--- config.mk ---
export PLATFORM = sky130hd
export DESIGN_NAME = mem_wb_writeback
export DESIGN_NICKNAME = d
export VERILOG_FILES = /design/src/rtl/mem_wb_writeback.sv
export SDC_FILE = /design/constraint.sdc
export NUM_CORES = 1
export LEC_CHECK = 0
export ABC_CLOCK_PERIOD_IN_PS = 5300
export CORE_ASPECT_RATIO = 1.5
export CORE_MARGIN = 2
export CORE_UTILIZATION = 52
export DETAILED_ROUTE_END_ITERATION = 12
export PLACE_DENSITY = 0.95
export SLEW_MARGIN = 10
export SYNTH_ARGS = -nofsm -noshare
export SYNTH_HDL_FRONTEND = slang
export SYNTH_SLANG_ARGS = --single-unit
--- constraint.sdc ---
create_clock -name Clk -period 5.3 [get_ports Clk]
set_input_delay 1.06 -clock Clk [delete_from_list [all_inputs] [get_ports Clk]]
set_output_delay 1.06 -clock Clk [all_outputs]
set_load 0.1 [all_outputs]
--- src/rtl/mem_wb_writeback.sv ---
// MEM/WB pipeline register and write-back stage: load extract/extend, result select,
// register-file write port, ID-stage write-to-read bypass selects and a retired-write counter.
module mem_wb_writeback #(
   parameter int unsigned BIG_ENDIAN = 1,
   parameter int unsigned CNT_W      = 16
) (
   input  logic             Clk,
   input  logic             Rst_n,
   input  logic             Stall_WB,
   input  logic             Flush_MEM,
   input  logic             RegWrite_MEM,
   input  logic             MemtoReg_MEM,
   input  logic [2:0]       Load_Type_MEM,
   input  logic [1:0]       Addr_Low_MEM,
   input  logic [31:0]      ALU_Result_MEM,
   input  logic [31:0]      Mem_Read_Data_MEM,
   input  logic [4:0]       Write_Register_MEM,
   input  logic [4:0]       Read_Address_1_ID,
   input  logic [4:0]       Read_Address_2_ID,
   output logic             RegWrite_WB,
   output logic [4:0]       Write_Register_WB,
   output logic [31:0]      Write_Data_WB,
   output logic [1:0]       ID_Register_Write_to_Read,
   output logic [CNT_W-1:0] Retired_Count
);

   localparam logic [2:0] LdLb  = 3'b001;
   localparam logic [2:0] LdLbu = 3'b010;
   localparam logic [2:0] LdLh  = 3'b011;
   localparam logic [2:0] LdLhu = 3'b100;

   logic             regwrite_q, regwrite_d;
   logic             memtoreg_q, memtoreg_d;
   logic [2:0]       load_type_q, load_type_d;
   logic [1:0]       addr_low_q, addr_low_d;
   logic [31:0]      alu_q, alu_d;
   logic [31:0]      mem_q, mem_d;
   logic [4:0]       wreg_q, wreg_d;
   logic [CNT_W-1:0] cnt_q, cnt_d;

   logic       retire;
   logic [1:0] byte_idx;
   logic [7:0] byte_v;
   logic       half_hi;
   logic [15:0] half_v;
   logic [31:0] load_data;

   // Flush takes priority over stall: a flushed slot is a bubble even if WB is held.
   always_comb begin
      regwrite_d  = regwrite_q;
      memtoreg_d  = memtoreg_q;
      load_type_d = load_type_q;
      addr_low_d  = addr_low_q;
      alu_d       = alu_q;
      mem_d       = mem_q;
      wreg_d      = wreg_q;
      if (Flush_MEM) begin
         regwrite_d  = 1'b0;
         memtoreg_d  = 1'b0;
         load_type_d = 3'b000;
         addr_low_d  = 2'b00;
         alu_d       = 32'h0;
         mem_d       = 32'h0;
         wreg_d      = 5'd0;
      end else if (!Stall_WB) begin
         regwrite_d  = RegWrite_MEM;
         memtoreg_d  = MemtoReg_MEM;
         load_type_d = Load_Type_MEM;
         addr_low_d  = Addr_Low_MEM;
         alu_d       = ALU_Result_MEM;
         mem_d       = Mem_Read_Data_MEM;
         wreg_d      = Write_Register_MEM;
      end
   end

   // A held slot only retires on the edge where the stage finally advances.
   always_comb begin
      retire = regwrite_q & (wreg_q != 5'd0) & (~Stall_WB | Flush_MEM);
      cnt_d  = cnt_q;
      if (retire && (cnt_q != {CNT_W{1'b1}})) begin
         cnt_d = cnt_q + 1'b1;
      end
   end

   always_ff @(posedge Clk or negedge Rst_n) begin
      if (!Rst_n) begin
         regwrite_q  <= 1'b0;
         memtoreg_q  <= 1'b0;
         load_type_q <= 3'b000;
         addr_low_q  <= 2'b00;
         alu_q       <= 32'h0;
         mem_q       <= 32'h0;
         wreg_q      <= 5'd0;
         cnt_q       <= '0;
      end else begin
         regwrite_q  <= regwrite_d;
         memtoreg_q  <= memtoreg_d;
         load_type_q <= load_type_d;
         addr_low_q  <= addr_low_d;
         alu_q       <= alu_d;
         mem_q       <= mem_d;
         wreg_q      <= wreg_d;
         cnt_q       <= cnt_d;
      end
   end

   // byte_idx is the little-endian lane number of the addressed byte.
   always_comb begin
      byte_idx = (BIG_ENDIAN != 0) ? (2'd3 - addr_low_q) : addr_low_q;
      byte_v   = mem_q[{byte_idx, 3'b000} +: 8];
      half_hi  = (BIG_ENDIAN != 0) ? ~addr_low_q[1] : addr_low_q[1];
      half_v   = half_hi ? mem_q[31:16] : mem_q[15:0];
      case (load_type_q)
         LdLb:    load_data = {{24{byte_v[7]}}, byte_v};
         LdLbu:   load_data = {24'h0, byte_v};
         LdLh:    load_data = {{16{half_v[15]}}, half_v};
         LdLhu:   load_data = {16'h0, half_v};
         default: load_data = mem_q;
      endcase
   end

   always_comb begin
      RegWrite_WB                  = regwrite_q;
      Write_Register_WB            = wreg_q;
      Write_Data_WB                = memtoreg_q ? load_data : alu_q;
      ID_Register_Write_to_Read[0] = regwrite_q & (wreg_q != 5'd0) & (wreg_q == Read_Address_1_ID);
      ID_Register_Write_to_Read[1] = regwrite_q & (wreg_q != 5'd0) & (wreg_q == Read_Address_2_ID);
      Retired_Count                = cnt_q;
   end

endmodule
==> results of run 1 <==
[layout make-up]
type / count / area [um^2] / share of cell area [%]
Inverter: 36 / 135 / 1.96
Sequential cell: 92 / 2300 / 33.3
Clock buffer: 9 / 225 / 3.26
Multi-Input combinational cell: 353 / 2600 / 37.6
Clock inverter: 7 / 76.3 / 1.10
Tap cell: 115 / 144 / 2.08
Timing Repair Buffer: 149 / 1430 / 20.6
[metrics by stage]
step	util, %	setup TNS, ns	std cells	hold slack, ns	worst slack (ns)
after floorplan	-	-0.198	522	0.489	-0.0988
after global placement	67.8	0	745	0.485	1.25
after detailed placement	67.8	0	745	0.488	1.17
after CTS	70.9	0	761	0.503	0.796
after global routing	70.9	0	761	0.531	0.578
final	70.9	0	761	0.508	0.777
[kinds of logic after synthesis]
logic type / count (synthesis)
AOI/OAI and AO/OA: 76
xor gates and xnor gates: 27
adders and majority gates: 2
muxes: 93
buffers and inverters: 77
DFF: 92
and+or+nand+nor: 155
[metal layers]
| metal | track usage (%) | vias to the layer above | part of all wire (%) |
|---|---|---|---|
| met3 | 4.88 | 53 | 6.4 |
| met4 | 14.9 | 0 | 4.6 |
| met5 | 0 | - | 0 |
| li1 | - | 2079 | - |
| met2 | 50.3 | 220 | 52 |
| met1 | 32.1 | 2239 | 37 |
[layout by cell type, fill, tap and decap left out, drive strengths merged, types with 4 or more instances in the layout]
cell type      netlist  routed
xnor2               10      10
o22a                 8       8
nand3                7       7
inv                 36      37
a32oi                9       9
a31oi               10      10
o32a                 7       7
clkdlybuf4s50        0     124
o221ai              24      24
xor2                17      17
nor4                 4       4
dfrtp               92      92
buf                 18      25
mux2i               91      91
clkbuf              23       9
a211oi               7       7
nand2               31      31
nor2                94      94
[worst min-delay path by stage]
stage	slack, ns	cells past startpoint	end
final	0.51	1	Retired_Count[13]
after global routing	0.53	1	Retired_Count[13]
after floorplan	0.49	2	alu_q[16]
after global placement	0.49	1	Retired_Count[13]
after detailed placement	0.49	1	Retired_Count[8]
after CTS	0.50	1	Retired_Count[8]
[flip-flops by register name (all words and copies together) (netlist names)]
| signal | cells |
|---|---|
| RegWrite_WB | 1 |
| Retired_Count | 16 |
| Write_Register_WB | 5 |
| addr_low_q | 2 |
| alu_q | 32 |
| load_type_q | 3 |
| mem_q | 32 |
| memtoreg_q | 1 |
[power groups by stage]
stage               logic (uW)  registers, uW  clock network [uW]
global placement           652            827                   0
CTS                        666            819                 654
global route               695            829                 681
detailed placement         664            831                   0
floorplan                  351            931                   0
finish                     666            822                 648
[worst max-delay path, delay by kind of cell, from the launching register on]
family          cells  cell delay (ns)
buf+inv             1             1.13
xor+xnor            1             0.46
compound gates      2             0.54
flops               1             0.49
simple gates        1             0.50
==> results.toml, run 1 <==
[run_status]
outcome = "finished, final reports clean"

[grt]
grt_max_degree = 77
track_usage_pct = 28.4
grt_pass1_wl_mm = 24.1
antenna_found_initial = 0
grt.overflow.total = 0
grt_pass1_vias = 4688

[critical_path]
critPathRequiredTime_ns = 4.24
worstPathArrival_ns = 3.46
r2r_end = "Retired_Count[1]"
cp-endpoint = "Write_Data_WB[3]"
endpoint_kind = "primary output"
crit_start = "load_type_q[1]"
startpoint_type = "register"
slowest_delay_ns = 1.13
crit_chain = "nor2_2, xnor2_2, o221ai_1, o22a_1, clkdlybuf4s50_1"
reg2reg_depth = 4
r2r_setup_slack_ns = 3.07
cp_slowest_cell = "clkdlybuf4s50_1"
r2r_start = "Retired_Count[11]"
worstPathMaxFanout = 23
path_class = "reg -> out"

[power_and_ir_drop]
combPwrFrac_pct = 31.2
sw_frac_of_total_pct = 37.8
clkPwrFrac_pct = 30.3
power_frac_seq_pct = 38.5
fin_total_pwr_uw = 2140
p_int_uw = 1330
ir_drop_uv = 573
power_density_mw_per_mm2 = 309
switching_power_uw = 808
p_leak_uw = 0.00309

[finish]
fillers = 730
finish.instance_area_mm2 = 0.00691
final_nets = 732
drive_gt1_share_pct = 9.91
area_growth_pct = 32.0
n_antenna_cell = 0

[route]
drt_first_pass_iters = 5
drt-total-wl_mm = 15.3
ant_nets = 0
post-route-drc-count = 0
vias = 4591
initialDrtViolationCount = 363
wl_per_cell_um = 20.1
vias_per_cell = 6.03

[cts]
cts_repair_resize_count = 0
post_cts_buffers = 0
cts_tree = "done"
cts.sinks = 92
clkTransAtPathRegs_ns = 0.07
cts_hold_buffers = 0
numCtsBuffers = 9
cts-root-buf = "clkbuf_16"
htree_num_levels = 3
clock_latency_ns = 0.34
clock_path_buffers = 2

[yosys]
yosysWarnings = 0
yosysMostFrequentCell = "nor2_1"
syn_nets = 613
synth-compound-area-share_pct = 13.3
syn_area_mm2 = 0.00524
syn_avg_cell_area_um2 = 10.0
synth_top_family_by_area = "multiplexers"
async_flop_share_pct = 100
synthMuxAreaShare_pct = 18.1
synth_seq_area_share_pct = 44.0
synthXorXnorAreaFrac_pct = 4.52
synthTopCellsByArea = "dfrtp_1 (44%), mux2i_1 (17%), nor2_1 (6.7%), o221ai_1 (3.8%), xor2_1 (2.8%)"
synth_largest_area_cell = "dfrtp_1"
syn_inst = 522
synth_commonest_cells = "nor2_1 (93), dfrtp_1 (92), mux2i_1 (91)"
ys_ff_latch = 92
ys.flop_type = "dfrtp_1"
yosys.cell_types.count = 51
synth_edf_count = 0
synthAdderAreaFrac_pct = 0.430
synth.top_cell.area_share_pct = 44.0
yosys.area_share.simple_pct = 13.1

[timing]
fin_crit_sh_pct = 85.3
fin_crit_ns = 4.52
drv_slew = 0
setup_viol = 0
max_freq_ghz = 0.221
tightest_slew_ns = 1.18
finClkSkew_ns = 0.00513
hold_viol_final = 0
grt_setup_unrepaired = "no"
slew-limit-headroom_pct = 21.2

[min_path]
hold_class = "reg -> reg"
hp-start = "Retired_Count[13]"

[place]
dp_hpwl_mm = 10.9
postPlaceCellArea_mm2 = 0.00661
portBuffers = 145
gp_congestion = 0.931

[floorplanning]
die_h_um = 127
core-area_mm2 = 0.00974
io_pins = 146
die-area_mm2 = 0.0109
die_w_um = 85.9
rows = 44
initial_core_util_pct = 53.7

[run]
maxCapViolations = 0
Power figures use the tool's default switching activity.
==> run 2: changes to the inputs <==
--- a/config.mk
+++ b/config.mk
@@ -5,12 +5,13 @@
 export SDC_FILE = /design/constraint.sdc
 export NUM_CORES = 1
 export LEC_CHECK = 0
-export ABC_CLOCK_PERIOD_IN_PS = 5300
+export ABC_CLOCK_PERIOD_IN_PS = 4400
 export CORE_ASPECT_RATIO = 1.5
 export CORE_MARGIN = 2
-export CORE_UTILIZATION = 52
+export CORE_UTILIZATION = 49
+export CTS_BUF_LIST = sky130_fd_sc_hd__clkbuf_4 sky130_fd_sc_hd__clkbuf_8 sky130_fd_sc_hd__clkbuf_16
 export DETAILED_ROUTE_END_ITERATION = 12
-export PLACE_DENSITY = 0.95
+export PLACE_DENSITY = 0.92
 export SLEW_MARGIN = 10
 export SYNTH_ARGS = -nofsm -noshare
 export SYNTH_HDL_FRONTEND = slang
==> constraint.sdc (replaced) <==
create_clock -name Clk -period 4.4 [get_ports Clk]
set_input_delay 0.88 -clock Clk [delete_from_list [all_inputs] [get_ports Clk]]
set_output_delay 0.88 -clock Clk [all_outputs]
set_load 0.1 [all_outputs]
==> run 2 against run 1 <==
Against the previous run: register-to-register slack got worse by 0.92 ns; die area rose by 5.9%; utilization fell by 5.0 points; count of clock-buffer cells in the layout rose by 1; power rose by 19%; critical path type unchanged; largest cell class unchanged; highest routed layer unchanged.
==> results.toml, run 2 (synthesized netlist as in run 1, its figures left out) <==
[run_status]
outcome = "finished, final reports clean"

[power_and_ir_drop]
power_frac_seq_pct = 38.8
clkPwrFrac_pct = 29.8
ir_drop_uv = 499
combPwrFrac_pct = 31.4
p_leak_uw = 0.00311
power_density_mw_per_mm2 = 368
switching_power_uw = 983
p_int_uw = 1560
sw_frac_of_total_pct = 38.7

[route]
post-route-drc-count = 0
ant_nets = 0
drt-total-wl_mm = 15.3
wl_per_cell_um = 19.3
vias_per_cell = 5.67
initialDrtViolationCount = 336
drt_first_pass_iters = 5
vias = 4486

[critical_path]
startpoint_type = "register"
worstPathArrival_ns = 2.68
crit_family = "XOR/XNOR gates"
worstPathMaxFanout = 23
slowest_delay_ns = 0.90
cp_slowest_cell = "xnor2_2"
crit_buf_inv = 1
endpoint_kind = "primary output"
crit_chain = "nor2_2, xnor2_2, o221ai_1, buf_4"
path_class = "reg -> out"
critPathRequiredTime_ns = 3.52

[cts]
numCtsBuffers = 9
htree_num_levels = 3
cts-root-buf = "clkbuf_16"
clkTransAtPathRegs_ns = 0.07
cts_hold_buffers = 0
clock_path_buffers = 2
cts_tree = "done"
cts_repair_resize_count = 0
cts.sinks = 92
post_cts_buffers = 0
clock_latency_ns = 0.34

[timing]
fin_crit_ns = 3.56
finClkSkew_ns = 0.00875
slew-limit-headroom_pct = 17.7
setup_viol = 0
max_freq_ghz = 0.281
fin_crit_sh_pct = 81.0
drv_slew = 0
fin_tns_setup_ns = 0
tightest_slew_ns = 1.23
hold_viol_final = 0
grt_setup_unrepaired = "no"

[floorplanning]
rows = 46
initial_core_util_pct = 50.0
io_pins = 146
core-area_mm2 = 0.0105
die_h_um = 131
die_w_um = 88.4
die-area_mm2 = 0.0115

[finish]
final_nets = 733
fillers = 848
area_growth_pct = 31.9
seqCellArea_mm2 = 0.00230
multiInputGateArea_mm2 = 0.00260
finish.instance_area_mm2 = 0.00691
utilization_pct = 65.9
n_antenna_cell = 0
final_cell_mix = "clkdlybuf4s50_1 (108), nor2_1 (93), dfrtp_1 (91), mux2i_1 (91), buf_4 (41)"
final_cells = 791
drive_gt1_share_pct = 12.5
layout_commonest_cell = "clkdlybuf4s50_1"

[place]
placed_cells = 775
dp_hpwl_mm = 11.3
portBuffers = 145
gp_congestion = 0.966
postPlaceCellArea_mm2 = 0.00661

[grt]
grt_max_degree = 77
antenna_found_initial = 0
grt_pass1_wl_mm = 24.0
grt.overflow.total = 0
track_usage_pct = 27.4
grt_pass1_vias = 4681

[min_path]
hold_class = "reg -> reg"

[run]
maxCapViolations = 0
## run 2: cell count changes in the layout (fill, tap and decap cells not counted), moves of 2 or more
| cell | change |
|---|---|
| buf_4 | +17 |
| clkdlybuf4s50_1 | -16 |
| clkinv_4 | -2 |
| inv_6 | +2 |
## run 2: final cells by class
class	instances	area share [%]
tap	144	2.61
multi-input combinational	353	37.7
inverter	36	1.96
sequential	92	33.4
timing repair buffer	150	20.2
clock inverter	6	0.761
clock buffer	10	3.46
## run 2: metrics by stage
step | setup WS [ns] | power, uW | hold WS [ns]
detailed placement | 1.26 | 1800 | 0.498
global placement | 1.31 | 1780 | 0.493
floorplan | -0.819 | 1540 | 0.489
global route | 0.664 | 2640 | 0.550
CTS | 0.893 | 2550 | 0.516
finish | 0.837 | 2540 | 0.513
## run 2: metal layers
metal	routed length, um	vias up	part of all wire [%]	global-route usage [%]
met3	1010	42	6.6	6.47
met1	5470	2168	36	30.9
met4	646	0	4.2	12.9
met2	8180	197	53	48.3
met5	0	-	0	0
li1	-	2079	-	-
## run 2: worst paths after layout
path | from | endpoint | slack (ns) | cells after the start
worst min-delay path | Retired_Count[13] | Retired_Count[13] | 0.51 | 1
min in group asynchronous | Rst_n | Retired_Count[13] | 0.66 | 1
max in group asynchronous | Rst_n | alu_q[30] | 2.85 | 2
worst min register to register | Retired_Count[13] | Retired_Count[13] | 0.51 | 1
worst max-delay path | load_type_q[1] | Write_Data_WB[22] | 0.84 | 4
worst max register to register | Retired_Count[11] | Retired_Count[1] | 2.15 | 4
## run 2: power by group through the flow
stage          Clock, uW  Sequential (uW)  Combinational, uW
6_report             758              985                799
5_1_grt              802              993                840
4_1_cts              768              984                801
3_5_place_dp           0              999                798
3_3_place_gp           0              995                786
2_1_floorplan          0             1120                422
